`src/rtl/input_fifo_pkg.sv`:
```
// rtl/input_fifo_pkg.sv - shared defaults and sizing helper for the operand input FIFO.
package input_fifo_pkg;

  localparam int INPUT_FIFO_WIDTH = 8;
  localparam int INPUT_FIFO_DEPTH = 4;

  // Occupancy needs one bit more than the pointer so that it can represent DEPTH.
  function automatic int cnt_w(input int depth);
    return $clog2(depth) + 1;
  endfunction

endpackage

```
`src/rtl/fifo_wrap_ptr.sv`:
```
// rtl/fifo_wrap_ptr.sv - wrapping FIFO pointer with synchronous clear.
module fifo_wrap_ptr #(
  parameter int ADDR_W = 2
) (
  input  logic              clk,
  input  logic              reset,
  input  logic              inc,
  input  logic              clr,
  output logic [ADDR_W-1:0] ptr
);

  logic [ADDR_W-1:0] ptr_q;
  logic [ADDR_W-1:0] ptr_d;

  // Depth is a power of two, so natural overflow gives the DEPTH-1 -> 0 wrap.
  always_comb begin
    ptr_d = ptr_q;
    if (clr) begin
      ptr_d = '0;
    end else if (inc) begin
      ptr_d = ptr_q + ADDR_W'(1);
    end
  end

  always_ff @(posedge clk) begin
    if (!reset) begin
      ptr_q <= '0;
    end else begin
      ptr_q <= ptr_d;
    end
  end

  assign ptr = ptr_q;

endmodule

```
`src/rtl/input_fifo_register.sv`:
```
// rtl/input_fifo_register.sv - DEPTH-entry operand FIFO with flush and sticky overflow.
// Define INPUT_FIFO_BYPASS_EN for a zero-latency empty-queue bypass path.
module input_fifo_register
  import input_fifo_pkg::*;
#(
  parameter int WIDTH = INPUT_FIFO_WIDTH,
  parameter int DEPTH = INPUT_FIFO_DEPTH
) (
  input  logic                      clk,
  input  logic                      reset,
  input  logic [WIDTH-1:0]          in_data,
  input  logic                      in_valid,
  output logic                      in_ready,
  output logic [WIDTH-1:0]          out_data,
  output logic                      out_valid,
  input  logic                      out_ready,
  input  logic                      flush,
  input  logic                      clear_ovf,
  output logic [cnt_w(DEPTH)-1:0]   count,
  output logic                      overflow
);

  localparam int ADDR_W = $clog2(DEPTH);
  localparam int CNT_W  = cnt_w(DEPTH);
  localparam logic [CNT_W-1:0] FULL_CNT = CNT_W'(DEPTH);

  logic [WIDTH-1:0]  mem_q [DEPTH];
  logic [CNT_W-1:0]  count_q;
  logic [CNT_W-1:0]  count_d;
  logic              ovf_q;
  logic              ovf_d;
  logic [ADDR_W-1:0] wr_ptr;
  logic [ADDR_W-1:0] rd_ptr;
  logic              empty;
  logic              push;
  logic              pop;
  logic              byp_take;
  logic              wr_inc;
  logic              rd_inc;

  assign empty    = (count_q == '0);
  assign in_ready = (count_q != FULL_CNT);
  assign push     = in_valid & in_ready;
  assign pop      = out_valid & out_ready;

`ifdef INPUT_FIFO_BYPASS_EN
  assign out_valid = ~empty | in_valid;
  assign out_data  = !empty ? mem_q[rd_ptr] : (in_valid ? in_data : '0);
  // A word handed straight through while empty never touches storage.
  assign byp_take  = empty & in_valid & out_ready;
`else
  assign out_valid = ~empty;
  assign out_data  = out_valid ? mem_q[rd_ptr] : '0;
  assign byp_take  = 1'b0;
`endif

  assign wr_inc = push & ~byp_take & ~flush;
  assign rd_inc = pop & ~byp_take & ~flush;

  always_comb begin
    count_d = count_q;
    if (flush) begin
      count_d = '0;
    end else begin
      count_d = count_q + CNT_W'(wr_inc) - CNT_W'(rd_inc);
    end
  end

  // Set beats clear so an attempt in the clearing cycle is not lost.
  assign ovf_d = (in_valid & ~in_ready) | (ovf_q & ~clear_ovf);

  always_ff @(posedge clk) begin
    if (!reset) begin
      count_q <= '0;
      ovf_q   <= 1'b0;
    end else begin
      count_q <= count_d;
      ovf_q   <= ovf_d;
    end
  end

  always_ff @(posedge clk) begin
    if (reset && wr_inc) begin
      mem_q[wr_ptr] <= in_data;
    end
  end

  fifo_wrap_ptr #(.ADDR_W(ADDR_W)) u_wr_ptr (
    .clk   (clk),
    .reset (reset),
    .inc   (wr_inc),
    .clr   (flush),
    .ptr   (wr_ptr)
  );

  fifo_wrap_ptr #(.ADDR_W(ADDR_W)) u_rd_ptr (
    .clk   (clk),
    .reset (reset),
    .inc   (rd_inc),
    .clr   (flush),
    .ptr   (rd_ptr)
  );

  assign count    = count_q;
  assign overflow = ovf_q;

endmodule
```
`config.mk`:
```
export PLATFORM = sky130hd
export DESIGN_NAME = input_fifo_register
export DESIGN_NICKNAME = d
export VERILOG_FILES = /design/src/rtl/input_fifo_pkg.sv /design/src/rtl/fifo_wrap_ptr.sv /design/src/rtl/input_fifo_register.sv
export SDC_FILE = /design/constraint.sdc
export NUM_CORES = 1
export LEC_CHECK = 0
export ABC_AREA = 1
export CAP_MARGIN = 30
export CORE_UTILIZATION = 57
export DETAILED_ROUTE_END_ITERATION = 7
export PLACE_DENSITY = 0.84
export SYNTH_ARGS = -nofsm -noshare
export SYNTH_HDL_FRONTEND = slang
export SYNTH_HIERARCHICAL = 1
export SYNTH_SLANG_ARGS = --single-unit
```
`constraint.sdc`:
```
create_clock -name clk -period 3.7 [get_ports clk]
set_clock_uncertainty 0.05 [all_clocks]
set_input_delay 0.925 -clock clk [delete_from_list [all_inputs] [get_ports clk]]
set_output_delay 0.925 -clock clk [all_outputs]
set_load 0.05 [all_outputs]
```
==> Yosys cells after proc, flatten, opt, wreduce, memory -nomap -nowiden <==
Memory sizes are Yosys's and may differ from the RTL's. A register that Yosys moved wholly into a read port is not among the register bits.
Cells that the tools add are included.
{ "op_classes": {"n_eq_ne": 1, "n_bitwise": 12, "n_addsub": 4, "n_reduce_logical": 3, "mux": 5} }
{ "ops": {"columns": ["operator", "n"], "rows": [
  ["$mux 8", 1],
  ["$and 1x1->1", 6],
  ["$not 1->1", 5],
  ["$add 2x1->2 const B", 2],
  ["$mux 2", 2],
  ["$add 3x1->3", 1],
  ["$logic_not 3->1", 1],
  ["$ne 3x3->1 const B", 1],
  ["$sub 3x1->3", 1],
  ["$mux 1", 2],
  ["$reduce_or 2->1", 1],
  ["$logic_and 1x1->1", 1],
  ["$or 1x1->1", 1]
]} }
{ "word_totals": {"ramBits": 32, "mem_count": 1, "out_inout_bits": 14, "ff_bits": 8, "word_cells": 30} }
{ "mem_list": {"columns": ["name", "words", "word_bits", "read_ports", "rd_ports_with_merged_regs", "write_ports", "line_no", "source"], "rows": [
  ["mem_q", 4, 8, 1, 1, 1, "input_fifo_register.sv:27", "logic [WIDTH-1:0] mem_q [DEPTH];"]
]} }

==> Depth between registers and ports, before layout <==
Gate-level depths: netlist (run 1).
{ "depth": {"depth_word": 6, "depth_mapped": 11, "mapped_depth_nobuf": 11} }

==> Modules after synthesis <==
Netlist (run 1), hierarchy kept.
{ "by_module_without_submodules": {"columns": ["module", "area_each_um2", "cells_per_inst", "n_inst"], "rows": [
  ["input_fifo_register", 1711.6, 174, 1],
  ["fifo_wrap_ptr", 101.3, 15, 2]
]} }

==> Worst setup path before layout (run 1) <==
Ideal clock, no wire load.
{ "synth_path": {"kind": "reg-to-output", "start": "reg count_q[1], in the netlist count[1]", "end": "out out_data[0]", "slack_ns": 1.040, "n_path_buf": 0, "t_arrival_ns": 1.685, "required_time_ns": 2.725, "stages_incl_launch_ff": 3, "cell_sequence": "dfxtp_1 nor3_4 a21oi_1"} }
{ "synth_via": {"elab_chain_len": 2} }
{ "synth_lines": {"columns": ["item", "line_no", "source"], "rows": [
  ["start: declaration", "input_fifo_register.sv:28", "logic [CNT_W-1:0] count_q;"],
  ["start signal: assignment", "input_fifo_register.sv:77", "count_q <= count_d;"],
  ["$logic_not 3->1", "input_fifo_register.sv:41", "assign empty = (count_q == '0);"],
  ["$mux 8", "input_fifo_register.sv:53", "assign out_data = out_valid ? mem_q[rd_ptr] : '0;"],
  ["end: declaration", "input_fifo_register.sv:14", "output logic [WIDTH-1:0] out_data,"]
]} }
Every way passes these cells.

==> results by group, run 1 <==
Logic synthesis
  • Post-synth top area cell: edfxtp_1
  • Top cell type's share of synthesized area: 50.2%
  • Top-count cell post-synth: inv_1
  • Mapped Area: 1910 sq um
  • Synth async-reset ratio: 0%
  • Syn avg cell area: 9.38 sq um
  • Post-synth top cells: 54 x inv_1, 49 x nand2_1, 32 x edfxtp_1
  • FF+latch count, synth: 40
  • EDFF count, synth: 32
  • Synthesized instance count: 204
  • Register area share after synthesis: 58.6%
  • Primary FF master, synth: edfxtp_1
  • Synth area leaders: edfxtp_1 50%, inv_1 11%, nand2_1 9.6%
  • Post-synthesis cell type count: 22
  • Mapped Nets: 221
  • Yosys warns: 6

STA
  • Fin. Hold Viols: 0
  • Worst-margin pin slew: 0.551 ns
  • Sum Neg Setup Slack: 0 ns
  • Min Hold Slack: 0.427 ns
  • Minimum clock period: 3.24 ns
  • Relative slew slack: 63.1%
  • Fin crit share: 87.6%
  • Final Max Slew Viols: 0
  • RSZ-0062 raised after global routing: false
  • Fmax: 0.308 GHz
  • Setup-failing EPs final: 0

Cells and area
  • Fillers: 238
  • Multi-input logic area: 533 sq um
  • Storage element area: 1120 sq um
  • Antenna cells: 0
  • Share of cells above drive strength 1: 11.3%
  • Final nets: 256
  • Area delta synth->final: 19.3%

Place
  • PortBufs: 27
  • Post-detail-place hpwl: 2370 um
  • Routability Congestion: 0.753

Die
  • Total I/O pin count: 28
  • Die ar.: 3590 sq um
  • Die W: 60.0 um
  • Initial Util: 61.2%
  • Die H: 60.0 um
  • Row cnt: 20
  • Placeable Area: 3130 sq um

Clocking
  • H-tree Lvls: 2
  • Total CTS buffers: 5
  • TritonCTS Sinks: 40
  • CTS Buffer Depth: 2
  • CTS Hold Bufs: 0
  • CTS tree: yes
  • Post-CTS Resized: 0
  • CTS root buffer: clkbuf_4
  • Setup Buffers After CTS: 0
  • Clock Latency Late Sink: 0.35 ns
  • Clk slew on worst S/H paths: 0.10 ns

Setup path
  • CP arrival: 2.27 ns
  • CP cell instances: inv_6, nand2_1, nand3_1, a21oi_1, clkdlybuf4s50_1
  • Slowest CP cell: clkdlybuf4s50_1
  • Crit path required time: 2.72 ns
  • Critical path peak fanout: 16
  • Crit path launch type: register
  • Worst Setup Path Type: reg2out
  • Critical Path Max Stage Delay: 0.82 ns
  • Critical path capture point type: output pin

Routing
  • Post-route DRC: 0
  • Antenna-violating nets left: 0
  • Number of vias per cell: 4.78
  • Routed Wire Length: 3370 um
  • Initial DRC Count: 42
  • Total number of vias: 1357
  • DR WL/cell: 11.9 um
  • DRT Pass-1 Iters: 4

Worst hold path
  • Tightest Hold Check Type: reg2reg

Global routing
  • Grt ovf: 0
  • Vias in the first global route: 1191
  • Largest net degree at the start of global routing: 17
  • Initial antenna violation count: 0
  • First-pass GRT wire length: 5330 um
  • Overall Global Routing Usage: 21.8%

Outcome
  • Status: completed

Pwr
  • Pwr per Cell Area: 346 nW/um^2
  • Maximum vdd ir drop: 0.251 mV
  • Leak: 0.995 nW

Run
  • Max Cap Viol: 0
[stage by stage]
step | instance area (sq um) | util (%) | cells | setup WS [ns] | power [mW]
2_1_floorplan | 1910 | - | 204 | 1.04 | 0.551
3_3_place_gp | 2230 | 71.4 | 276 | 0.655 | 0.586
3_5_place_dp | 2230 | 71.4 | 276 | 0.525 | 0.588
4_1_cts | 2280 | 73.0 | 284 | 0.417 | 0.792
5_1_grt | 2280 | 73.0 | 284 | 0.325 | 0.822
6_report | 2280 | 73.0 | 284 | 0.458 | 0.789
[per-layer routing]
layer / wire [um] / global-route usage, % / share of wire (%)
met1: 1490 / 27.0 / 44
met2: 1600 / 34.1 / 48
met3: 197 / 7.36 / 5.8
met4: 76 / 10.6 / 2.3
met5: 0 / 0 / 0
[state kept, by name, summed over array words and instances, names as in the netlist]
name / cells
count: 3
mem_q: 32
overflow: 1
u_rd_ptr/ptr: 2
u_wr_ptr/ptr: 2
[report_power, final]
| group | internal (mW) | total, mW | switching, mW |
|---|---|---|---|
| sequential | 0.490 | 0.493 | 0.00367 |
| combinational | 0.0335 | 0.0847 | 0.0512 |
| clock | 0.0698 | 0.211 | 0.142 |
| total | 0.593 | 0.789 | 0.196 |
[cells by family (layout without fill, tap and decap cells)]
kind of cell,count (synthesis),after routing,share of synthesized area [%]
AOI/OAI and AO/OA,12,12,3.66
adders and majority gates,3,3,2.35
buffers and inverters,60,96,13.6
DFF,40,40,58.6
and+or+nand+nor,89,89,21.8
[final timing paths]
kind              startpoint           to  slack (ns)  depth (start not counted)
min                 overflow     overflow        0.43                          2
min reg2reg         overflow     overflow        0.43                          2
max          u_rd_ptr/ptr[0]  out_data[7]        0.46                          5
max reg2reg         count[1]     count[2]        1.29                         10
[layout make-up]
type / count / area share [%]
multi-input cells: 104 / 23.3
clock buffers: 5 / 1.64
flip-flops and latches: 40 / 49.1
repair buffers: 32 / 13.5
well taps: 44 / 2.41
inverters: 56 / 9.42
clock inverters: 3 / 0.603
[critical path: cells and delay by family, from the launching register on]
kind            cells  cell delay (ns)
buf+inv             2             0.96
compound gates      1             0.18
simple gates        2             0.18
flops               1             0.60
[placed cells by master (no fill, tap or decap)]
master,netlist,routed
inv_1,54,54
nand2_1,49,49
edfxtp_1,32,32
clkdlybuf4s50_1,0,27
nand3_1,18,18
nor2_1,10,10
a21oi_1,9,9
dfxtp_1,8,8
clkbuf_4,0,5
buf_4,1,5
nand3_2,3,3
nand2_2,3,3
a21oi_2,2,2
ha_1,2,2
clkinv_2,0,2
nor2_4,2,2
nor2_2,2,2
nor3_4,1,1
inv_6,1,1
inv_2,1,1
nand4_1,1,1
a21boi_0,1,1
fa_1,1,1
clkinv_1,0,1
Power figures use the tool's default switching activity.
==> inputs of run 2 (changes only) <==
- REMOVE_ABC_BUFFERS: unset -> 1
==> run 2 against run 1 <==
Net effect: sequential power barely moved; worst setup slack got worse by 0.097 ns; via count fell by 0.74%; cell count did not move; hold slack improved by 0.013 ns; largest cell class unchanged.
==> results by group, run 2 (synthesis results as in run 1) <==
STA
  • Relative slew slack: 60.2%
  • Worst-margin pin slew: 0.596 ns
  • Fin crit share: 90.2%
  • Min Hold Slack: 0.441 ns
  • Minimum clock period: 3.34 ns
  • Sum Neg Setup Slack: 0 ns
  • RSZ-0062 raised after global routing: false
  • Final Max Slew Viols: 0
  • Fmax: 0.300 GHz
  • Worst Slack Setup Final: 0.361 ns
  • Setup-failing EPs final: 0
  • Fin. Hold Viols: 0

Clocking
  • Clock Latency Late Sink: 0.33 ns
  • Setup Buffers After CTS: 0
  • Post-CTS Resized: 0
  • TritonCTS Sinks: 40
  • CTS Hold Bufs: 0
  • Clk slew on worst S/H paths: 0.11 ns
  • Total CTS buffers: 5
  • CTS Buffer Depth: 2
  • H-tree Lvls: 2
  • CTS root buffer: clkbuf_4
  • CTS tree: yes

Cells and area
  • Share of cells above drive strength 1: 10.8%
  • Final nets: 256
  • Biggest register: mem_q
  • Max FFs per register: 32
  • Antenna cells: 0
  • Most frequent cells in the layout: 54 x inv_1, 49 x nand2_1, 32 x edfxtp_1, 27 x clkdlybuf4s50_1, 18 x nand3_1
  • Multi-input logic area: 533 sq um
  • Area delta synth->final: 20.5%
  • Most common cell after layout, fill and taps aside: inv_1
  • Storage element area: 1120 sq um
  • Fillers: 226

Outcome
  • Status: completed

Die
  • Die ar.: 3590 sq um
  • Placeable Area: 3130 sq um
  • Total I/O pin count: 28
  • Row cnt: 20
  • Die W: 60.0 um
  • Die H: 60.0 um
  • Initial Util: 61.2%

Setup path
  • CP arrival: 2.36 ns
  • Critical path capture point type: output pin
  • Crit path launch type: register
  • Slowest CP cell: clkdlybuf4s50_1
  • CP top delay family: buffers and inverters
  • CP cell instances: inv_6, nand2_1, nand3_1, a21oi_1, clkdlybuf4s50_1
  • Critical path peak fanout: 16
  • Crit path required time: 2.72 ns
  • Critical Path Max Stage Delay: 0.82 ns
  • Bufs and invs on worst path: 2
  • Worst Setup Path Type: reg2out

Routing
  • DRT Pass-1 Iters: 4
  • Post-route DRC: 0
  • Routed Wire Length: 3390 um
  • Initial DRC Count: 54
  • Number of vias per cell: 4.74
  • DR WL/cell: 11.9 um
  • Antenna-violating nets left: 0
  • Total number of vias: 1347

Global routing
  • Initial antenna violation count: 0
  • Grt ovf: 0
  • First-pass GRT wire length: 5580 um
  • Largest net degree at the start of global routing: 17
  • Overall Global Routing Usage: 22.6%
  • Vias in the first global route: 1236

Pwr
  • Sw Ratio: 21.9%
  • Net Sw Power: 186 uW
  • Pwr per Cell Area: 367 nW/um^2
  • Reg power frac: 58.3%
  • Internal: 661 uW
  • Maximum vdd ir drop: 0.413 mV
  • Comb power frac: 10.0%
  • Clock share of power: 31.7%
  • Leak: 1.00 nW

Place
  • Post-detail-place hpwl: 2400 um
  • Pre-CTS setup slack: 0.548 ns
  • Routability Congestion: 0.740
  • PortBufs: 27

Run
  • Max Cap Viol: 0

Worst hold path
  • Tightest Hold Check Type: reg2reg
## run 2: cell types whose count changed in the layout (fill, tap and decap cells not counted)
| cell | delta |
|---|---|
| clkinv_2 | -2 |
| clkinv_1 | +1 |
| bufinv_16 | +1 |
## run 2: worst paths after layout
| check | startpoint | end | slack [ns] | cells past startpoint |
|---|---|---|---|---|
| min | overflow | overflow | 0.44 | 2 |
| max reg2reg | count[1] | count[2] | 1.32 | 10 |
| max | u_rd_ptr/ptr[0] | out_data[7] | 0.36 | 5 |
| min reg2reg | overflow | overflow | 0.44 | 2 |
## run 2: through the flow
| step | instances | util, % | area [sq um] | power, mW |
|---|---|---|---|---|
| 6_report | 284 | 73.8 | 2310 | 0.847 |
| 2_1_floorplan | 200 | - | 1870 | 0.550 |
| 5_1_grt | 284 | 73.8 | 2310 | 0.885 |
| 3_3_place_gp | 276 | 71.4 | 2230 | 0.586 |
| 4_1_cts | 284 | 73.8 | 2310 | 0.854 |
| 3_5_place_dp | 276 | 71.4 | 2230 | 0.588 |
## run 2: worst register-to-register path, stage by stage (launching register included)
cell and delay [ns]:
dfxtp_1 0.40, nor3_4 0.51, nor2_1 0.21, ha_1 0.31, inv_1 0.06, ha_1 0.13
inv_1 0.05, fa_1 0.38, inv_1 0.07, nand2_1 0.05, a21oi_1 0.11
## run 2: cell type report
cell class	count	area share [%]
repair buffers	32	13.3
clock inverters	3	1.63
multi-input cells	104	23.1
flip-flops and latches	40	48.6
well taps	44	2.39
inverters	56	9.33
clock buffers	5	1.63
## run 2: power groups by stage
stage          sequential, mW  clock, mW  combinational, mW
2_1_floorplan           0.507          0             0.0434
3_3_place_gp            0.503          0             0.0827
3_5_place_dp            0.504          0             0.0847
4_1_cts                 0.493      0.275             0.0850
5_1_grt                 0.494      0.299             0.0921
6_report                0.493      0.269             0.0845
## run 2: layer usage
metal | share of wire [%] | track usage, % | wire length [um] | vias up
li1 | - | - | - | 700
met2 | 52 | 39.5 | 1760 | 31
met3 | 4.4 | 8.23 | 150 | 2
met5 | 0 | 0 | 0 | -
met1 | 43 | 26.0 | 1460 | 614
met4 | 0.50 | 6.31 | 17 | 0
==> inputs of run 3 (changes only) <==
- CTS_BUF_LIST: unset -> sky130_fd_sc_hd__clkbuf_8 sky130_fd_sc_hd__clkbuf_16
==> run 3 against run 2 <==
Net effect: sequential power is essentially flat; largest power group unchanged; die area stayed put; critical path type unchanged; critical path depth stayed put; first-iteration DRC count decreased by 24%; via count up 0.97%.
==> results by group, run 3 (synthesis results as in run 1) <==
Setup path
  • Critical Path Max Stage Delay: 0.82 ns
  • Crit Reg-Reg Endpoint: count[2]
  • R2R Path Start: count[1]
  • Critical path capture point type: output pin
  • Setup slack, reg-to-reg: 1.32 ns
  • Critical path peak fanout: 16
  • Slowest CP cell: clkdlybuf4s50_1
  • Crit path launch type: register
  • CP cell instances: inv_6, nand2_1, nand3_1, a21oi_1, clkdlybuf4s50_1
  • Crit path required time: 2.72 ns
  • Reg2reg path depth: 10
  • Worst Setup Path Type: reg2out
  • CP arrival: 2.34 ns

Routing
  • Total number of vias: 1360
  • DR WL/cell: 12.4 um
  • Post-route DRC: 0
  • Antenna-violating nets left: 0
  • Number of vias per cell: 4.79
  • DRT Pass-1 Iters: 4
  • Initial DRC Count: 41
  • Routed Wire Length: 3530 um

Outcome
  • Status: completed

Global routing
  • Overall Global Routing Usage: 23.4%
  • Initial antenna violation count: 0
  • Largest net degree at the start of global routing: 17
  • Grt ovf: 0
  • Vias in the first global route: 1283
  • First-pass GRT wire length: 5820 um

Cells and area
  • Max FFs per register: 32
  • Area delta synth->final: 22.2%
  • Fillers: 220
  • Share of cells above drive strength 1: 10.8%
  • Final nets: 256
  • Most frequent cells in the layout: 54 x inv_1, 49 x nand2_1, 32 x edfxtp_1, 27 x clkdlybuf4s50_1, 18 x nand3_1
  • Biggest register: mem_q
  • Antenna cells: 0
  • Most common cell after layout, fill and taps aside: inv_1

Die
  • Total I/O pin count: 28
  • Initial Util: 61.2%
  • Die H: 60.0 um
  • Die ar.: 3590 sq um
  • Die W: 60.0 um
  • Placeable Area: 3130 sq um
  • Row cnt: 20

STA
  • Minimum clock period: 3.31 ns
  • Setup-failing EPs final: 0
  • RSZ-0062 raised after global routing: false
  • Worst-margin pin slew: 0.602 ns
  • Relative slew slack: 59.8%
  • Fmax: 0.302 GHz
  • Min Hold Slack: 0.437 ns
  • Final Max Slew Viols: 0
  • Sum Neg Setup Slack: 0 ns
  • Fin crit share: 89.5%
  • Fin. Hold Viols: 0

Clocking
  • Total CTS buffers: 5
  • CTS Buffer Depth: 2
  • CTS root buffer: clkbuf_8
  • Setup Buffers After CTS: 0
  • Post-CTS Resized: 0
  • CTS tree: yes
  • Clk slew on worst S/H paths: 0.07 ns
  • Clock Latency Late Sink: 0.28 ns
  • CTS Hold Bufs: 0
  • H-tree Lvls: 2
  • TritonCTS Sinks: 40

Worst hold path
  • Tightest Hold Check Type: reg2reg
  • Hold Path Origin: overflow
  • Hold worst-path end: overflow
  • Hold path cells: 2

Place
  • PortBufs: 27
  • Routability Congestion: 0.740
  • Post-detail-place hpwl: 2400 um

Run
  • Max Cap Viol: 0

Pwr
  • Maximum vdd ir drop: 0.417 mV
  • Leak: 1.02 nW
  • Pwr per Cell Area: 392 nW/um^2
==> run 3: cell counts in the layout (fill, tap and decap cells not counted) <==
Identical to the previous run, type by type.
==> run 3: area by class of cell <==
cell class              count  area (sq um)  share of cell area [%]
clock inverters             3          37.5                    1.61
clock buffers               5          68.8                    2.94
well taps                  44          55.1                    2.35
repair buffers             32           308                    13.2
multi-input cells         104           533                    22.8
inverters                  56           215                    9.20
flip-flops and latches     40          1120                    47.9
==> run 3: worst max path at each step <==
stage	from	end	slack, ns	cells after the start
4_1_cts	u_rd_ptr/ptr[0]	out_data[2]	0.39	5
6_report	u_rd_ptr/ptr[0]	out_data[7]	0.39	5
3_5_place_dp	flush	count[2]	0.55	12
5_1_grt	u_rd_ptr/ptr[0]	out_data[7]	0.28	5
2_1_floorplan	u_rd_ptr/ptr[0]	out_data[6]	0.99	4
3_3_place_gp	flush	count[2]	0.66	12
==> run 3: worst max-delay path, delay by kind of cell, from the launching register on <==
family	cells	cell delay [ns]
buffers and inverters	2	0.98
flip-flops	1	0.71
AO/OA/AOI/OAI	1	0.19
AND/OR/NAND/NOR	2	0.17
==> run 3: per-stage QoR <==
stage / power, mW / setup WS (ns) / util (%) / area [sq um] / cells
after floorplan: 0.550 / 0.992 / - / 1870 / 200
after global placement: 0.586 / 0.663 / 71.4 / 2230 / 276
after detailed placement: 0.588 / 0.548 / 71.4 / 2230 / 276
after CTS: 0.920 / 0.394 / 74.8 / 2340 / 284
after global routing: 0.949 / 0.276 / 74.8 / 2340 / 284
final: 0.916 / 0.388 / 74.8 / 2340 / 284
==> run 3: power breakdown <==
group | leakage (nW) | internal [mW] | switching [mW]
Clock | 0.0532 | 0.196 | 0.141
Sequential | 0.354 | 0.490 | 0.00387
Combinational | 0.609 | 0.0334 | 0.0516
Total | 1.02 | 0.719 | 0.197
==> run 3: metal layers <==
layer	vias up	GRT usage (%)	share of wire, %	routed length (um)
met5	-	0	0	0
met4	0	7.97	1.2	43
met3	6	7.36	4.5	158
met2	28	41.1	52	1820
met1	625	26.7	43	1510
li1	701	-	-	-
